### src/rtl/sseg_scan_ctrl.sv
// sseg_scan_ctrl: time-multiplexed scan controller for a common-anode
// seven-segment bank sharing one segment bus. Drives an external decoder
// (digit nibble + active-high blank) and the active-low digit anodes.
// New BCD values are double-buffered and commit only on a frame boundary;
// supports leading-zero blanking, whole-display blink and anode dead time.
//
// Handshake: load is a single-cycle strobe with no back-pressure. Every cycle
// it is high overwrites the pending buffer. load_ack pulses for exactly one
// cycle when a pending value moves into the display buffer, which is the
// same cycle digit first shows digit 0 of that value.
module sseg_scan_ctrl #(
  parameter int NUM_DIGITS   = 4,
  parameter int CLK_DIV      = 50000,
  parameter int DEAD_CYC     = 2,
  parameter int BLINK_FRAMES = 64
) (
  input  logic                    clk,
  input  logic                    rst,
  input  logic                    load,
  input  logic [4*NUM_DIGITS-1:0] value,
  input  logic                    blank_lz,
  input  logic                    blink_en,
  output logic [3:0]              digit,
  output logic                    seg_blank,
  output logic [NUM_DIGITS-1:0]   an_n,
  output logic                    load_ack
);

  localparam int PW = (CLK_DIV > 1) ? $clog2(CLK_DIV) : 1;
  localparam int IW = (NUM_DIGITS > 1) ? $clog2(NUM_DIGITS) : 1;
  localparam int FW = (BLINK_FRAMES > 1) ? $clog2(BLINK_FRAMES) : 1;
  localparam int DW = 4 * NUM_DIGITS;

  localparam logic [PW-1:0] P_LAST = PW'(CLK_DIV - 1);
  localparam logic [IW-1:0] I_LAST = IW'(NUM_DIGITS - 1);
  localparam logic [FW-1:0] F_LAST = FW'(BLINK_FRAMES - 1);
  localparam logic [PW:0]   DEAD_V = (PW + 1)'(DEAD_CYC);

  // Scan / buffer state
  logic [PW-1:0] pcnt_q, pcnt_d;
  logic [IW-1:0] idx_q, idx_d;
  logic [DW-1:0] disp_q, disp_d;
  logic [DW-1:0] pend_q, pend_d;
  logic          pend_vld_q, pend_vld_d;
  logic [FW-1:0] fcnt_q, fcnt_d;
  logic          phase_q, phase_d;

  // Registered outputs
  logic [3:0]            digit_q, digit_d;
  logic                  seg_blank_q, seg_blank_d;
  logic [NUM_DIGITS-1:0] an_n_q, an_n_d;
  logic                  load_ack_q, load_ack_d;

  // Internal decode
  logic                  tick;
  logic                  frame_wrap;
  logic                  commit;
  logic                  dead;
  logic                  lz_hit;
  logic                  zero_run;
  logic [NUM_DIGITS-1:0] zero_hi;

  // Next-state for prescaler, scan index, buffers and blink counter
  always_comb begin
    tick       = (pcnt_q == P_LAST);
    frame_wrap = tick && (idx_q == I_LAST);
    commit     = frame_wrap && pend_vld_q;

    pcnt_d = tick ? '0 : pcnt_q + 1'b1;

    idx_d = idx_q;
    if (tick) begin
      idx_d = (idx_q == I_LAST) ? '0 : idx_q + 1'b1;
    end

    // Commit uses the pending value from before this edge; a same-edge
    // load becomes the next pending value.
    disp_d     = commit ? pend_q : disp_q;
    pend_d     = load ? value : pend_q;
    pend_vld_d = load | (pend_vld_q & ~commit);
    load_ack_d = commit;

    fcnt_d  = fcnt_q;
    phase_d = phase_q;
    if (frame_wrap) begin
      if (fcnt_q == F_LAST) begin
        fcnt_d  = '0;
        phase_d = ~phase_q;
      end else begin
        fcnt_d = fcnt_q + 1'b1;
      end
    end
  end

  // Output decode from next state so outputs line up with the slot they describe
  always_comb begin
    dead = ({1'b0, pcnt_d} < DEAD_V);

    // zero_hi[i]: nibbles i..NUM_DIGITS-1 of the display value are all zero
    zero_run = 1'b1;
    zero_hi  = '0;
    for (int i = NUM_DIGITS - 1; i >= 0; i--) begin
      zero_run   = zero_run & (disp_d[4*i +: 4] == 4'd0);
      zero_hi[i] = zero_run;
    end

    digit_d = 4'd0;
    lz_hit  = 1'b0;
    an_n_d  = '1;
    for (int i = 0; i < NUM_DIGITS; i++) begin
      if (idx_d == IW'(i)) begin
        digit_d = disp_d[4*i +: 4];
        lz_hit  = (i != 0) && zero_hi[i];
        an_n_d[i] = dead;
      end
    end

    seg_blank_d = (blank_lz & lz_hit) | (blink_en & ~phase_d) | dead;
  end

  // Scan and buffer state registers
  always_ff @(posedge clk or posedge rst) begin
    if (rst) begin
      pcnt_q     <= '0;
      idx_q      <= '0;
      disp_q     <= '0;
      pend_q     <= '0;
      pend_vld_q <= 1'b0;
      fcnt_q     <= '0;
      phase_q    <= 1'b1;
    end else begin
      pcnt_q     <= pcnt_d;
      idx_q      <= idx_d;
      disp_q     <= disp_d;
      pend_q     <= pend_d;
      pend_vld_q <= pend_vld_d;
      fcnt_q     <= fcnt_d;
      phase_q    <= phase_d;
    end
  end

  // Output registers
  always_ff @(posedge clk or posedge rst) begin
    if (rst) begin
      digit_q     <= 4'd0;
      seg_blank_q <= 1'b1;
      an_n_q      <= '1;
      load_ack_q  <= 1'b0;
    end else begin
      digit_q     <= digit_d;
      seg_blank_q <= seg_blank_d;
      an_n_q      <= an_n_d;
      load_ack_q  <= load_ack_d;
    end
  end

  assign digit     = digit_q;
  assign seg_blank = seg_blank_q;
  assign an_n      = an_n_q;
  assign load_ack  = load_ack_q;

endmodule

### config.mk
export PLATFORM = sky130hd
export DESIGN_NAME = sseg_scan_ctrl
export DESIGN_NICKNAME = d
export VERILOG_FILES = /design/src/rtl/sseg_scan_ctrl.sv
export SDC_FILE = /design/constraint.sdc
export NUM_CORES = 1
export LEC_CHECK = 0
export CELL_PAD_IN_SITES_DETAIL_PLACEMENT = 1
export CELL_PAD_IN_SITES_GLOBAL_PLACEMENT = 2
export CORE_AREA = 2 2 100 102
export CTS_CLUSTER_DIAMETER = 40
export DETAILED_ROUTE_END_ITERATION = 10
export DIE_AREA = 0 0 102 104
export PLACE_DENSITY = 0.82
export SLEW_MARGIN = 20
export SYNTH_ARGS = -nofsm -noshare
export SYNTH_HDL_FRONTEND = slang
export SYNTH_SLANG_ARGS = --single-unit
export TNS_END_PERCENT = 30
### constraint.sdc
create_clock -name clk -period 2.44 [get_ports clk]
set_input_delay 0.366 -clock clk [delete_from_list [all_inputs] [get_ports clk]]
set_output_delay 0.366 -clock clk [all_outputs]
set_load 0.01 [all_outputs]
==> metrics.txt <==
outcome=finished, final reports clean; Netlist cell types=45; Core Box Area=0.00955 mm2; Clock Skew=about 0.012 ns; sequential fraction of the synthesis area=54.3%; crit start category=register; gr usage total=14.6%; Tmin final=2.36 ns; cts hold-fix bufs=0; Final Hold Vio Count=0; Crit path arrival time=2.64 ns; Cell Area, Synth=0.00315 mm2; initial antenna violation count=0; DRT Pass-1 Iters=4; WP data required=2.72 ns; first-pass GRT wire length=11900 um; Final #Nets=328; non-filler cells, final=441; Post-synth EDFFs=0; Area Growth Syn to Fin=26.3%; Tot Pwr=2100 uW; die area=0.0106 mm2; antenna violation net count after detailed routing=0; die width=102 um; Reg clk slew, reported paths=roughly 0.080 ns; Comb power frac=under 10%; largest net degree at the start of global routing=38; Synth Register Bits=between 60 and 70; Max-Slew Margin vs Limit=about 70%; Switching Power=466 uW; Rows=36; setup violators final=0; sequential share of power=56.1%; DRT Wirelength=7240 um; RePlAce Congestion=0.801; syn_nets=274; vias in the first global route=2369; design area=0.00398 mm2; Synth Flop Type=dfrtp_1; vias per cell=4.86; placed cell areas=0.00372 mm2; clock sink total=68; syn_area_per_cell=approximately 13 um2; WHS=0.226 ns; DRC=0; gr ovfl total=0; placed insts=about 420; Power Density=527 mW/mm2; fraction of layout cells with a size suffix above 1=approximately 30%; max-slew violations=0; fin crit share=96.8%; Longest Clk Path Bufs=2; class of the tightest hold or removal check=input pin to async pin; CTS buffer count=9; Synth warnings=0; cell count after synthesis=250; n_diodes=0; clock share of power=39.3%; Fmax achieved=around 420 MHz; Leakage=approximately 0.0018 uW; Int Pwr=roughly 1600 uW; CTS tree=done; CTS root buf=clkbuf_8; max cap viols=0; # IOs=31; Peak VDD IR=0.291 mV; First DRT Iteration DRCs=45; Async SR Flop Fraction=100%; Starting Density=33.0%; Sw Share=22.2%; Worst-Skew Late Latency=0.34 ns; Crit. End Element=register; most frequent cells in the layout=62 x dfrtp_1, 30 x clkdlybuf4s50_1, 24 x mux2_2; dpl hpwl=5210 um; number of H-tree levels=3; Final Core Density=41.6%; Chip Height=104 um; most common cell after layout, fill and taps aside=dfrtp_1; worst slew pin tran=~0.48 ns; Worst Path Max Fanout=5; WL/cell=about 16 um; I/O Buffers=30; total number of vias=2145; Crit Path Category=register to register
## final timing paths
kind                                  end  depth (start not counted)  slack [ns]  startpoint
worst max-delay path              an_n[3]                          7        0.08   pcnt_q[1]
min in group clk                fcnt_q[2]                          1        0.50   fcnt_q[2]
worst min register to register  fcnt_q[2]                          1        0.50   fcnt_q[2]
worst min-delay path            fcnt_q[1]                          2        0.23         rst
max in group asynchronous         an_n[3]                          3        1.48         rst
worst max register to register    an_n[3]                          7        0.08   pcnt_q[1]
## synthesized netlist by cell type (all sizes together), types with 3 or more instances
cell type | number | area [um2]
nor3 | 4 | 25.0
nand2 | 9 | 33.8
buf | 5 | 31.3
inv | 7 | 26.3
and3 | 4 | 25.0
nand3 | 15 | 87.6
xor2 | 10 | 87.6
mux2i | 15 | 154
mux2 | 33 | 405
a31oi | 3 | 18.8
nor4 | 8 | 65.1
nand4 | 5 | 37.5
xnor2 | 7 | 61.3
dfstp | 6 | 158
dfrtp | 62 | 1550
nor2 | 18 | 67.6
ha | 3 | 37.5
clkbuf | 4 | 15.0
o21ai | 7 | 35.0
## sequential cells by signal (all words and copies together) (netlist names), 2 cells and up
signal,flops
disp_q,16
pcnt_q,16
pend_q,16
fcnt_q,6
an_n,4
digit,4
idx_q,2
## timing repair
action,in CTS,in global routing
setup endpoints to repair,5,9
pin swaps,1,1
gates resized for setup,2,8
hold endpoints to repair,0,0
setup buffers,0,4
## routing by layer
layer	up-vias	share of wire, %	GRT usage [%]
met4	0	1.8	6.29
met5	-	0	0
li1	1010	-	-
met3	12	2.5	2.22
met1	1092	43	18.2
met2	31	53	24.9
## worst max-delay path, cell delays in order, from the launching register on
cell and delay, ns:
dfrtp_1 0.37, ha_2 0.23, nand4_4 0.17, nor4_4 0.35, xor2_1 0.14, a2111o_1 0.39
or4_4 0.52, nand3_1 0.12
## metrics by stage
stage	setup TNS, ns	setup slack, ns
floorplan	-0.124	-0.0311
global placement	0	0.0542
detailed placement	0	0.0110
CTS	0	0.00460
global route	-0.00854	-0.00854
finish	0	0.0769
## power by group through the flow
stage          registers, uW  clock network [uW]  logic (uW)
6_report                1180                 823        97.6
5_1_grt                 1180                 904         108
4_1_cts                 1180                 853         101
3_5_place_dp            1200                   0         100
3_3_place_gp            1200                   0        97.8
2_1_floorplan           1190                   0        51.1
## cell families (layout without fill, tap and decap cells)
family                   Yosys count  count (layout)  share of synthesized area (%)
buffers and inverters             18              76                           2.58
adder cells (fa/ha/maj)            3               3                           1.19
flip-flops                        68              68                           54.3
XOR/XNOR                          17              17                           4.73
AND/OR/NAND/NOR                   73              73                           14.5
multiplexers                      48              48                           17.8
AO/OA/AOI/OAI                     23              23                           4.93
## layout make-up
| cell class | count | area (um2) |
|---|---|---|
| Clock buffer | 13 | 159 |
| Multi-Input combinational cell | 164 | 1410 |
| Tap cell | 133 | 166 |
| Timing Repair Buffer | 52 | 490 |
| Sequential cell | 68 | 1710 |
| Fill cell | 1039 | 5570 |
| Clock inverter | 2 | 10.0 |
| Inverter | 9 | 35.0 |
Power figures use the tool's default switching activity.
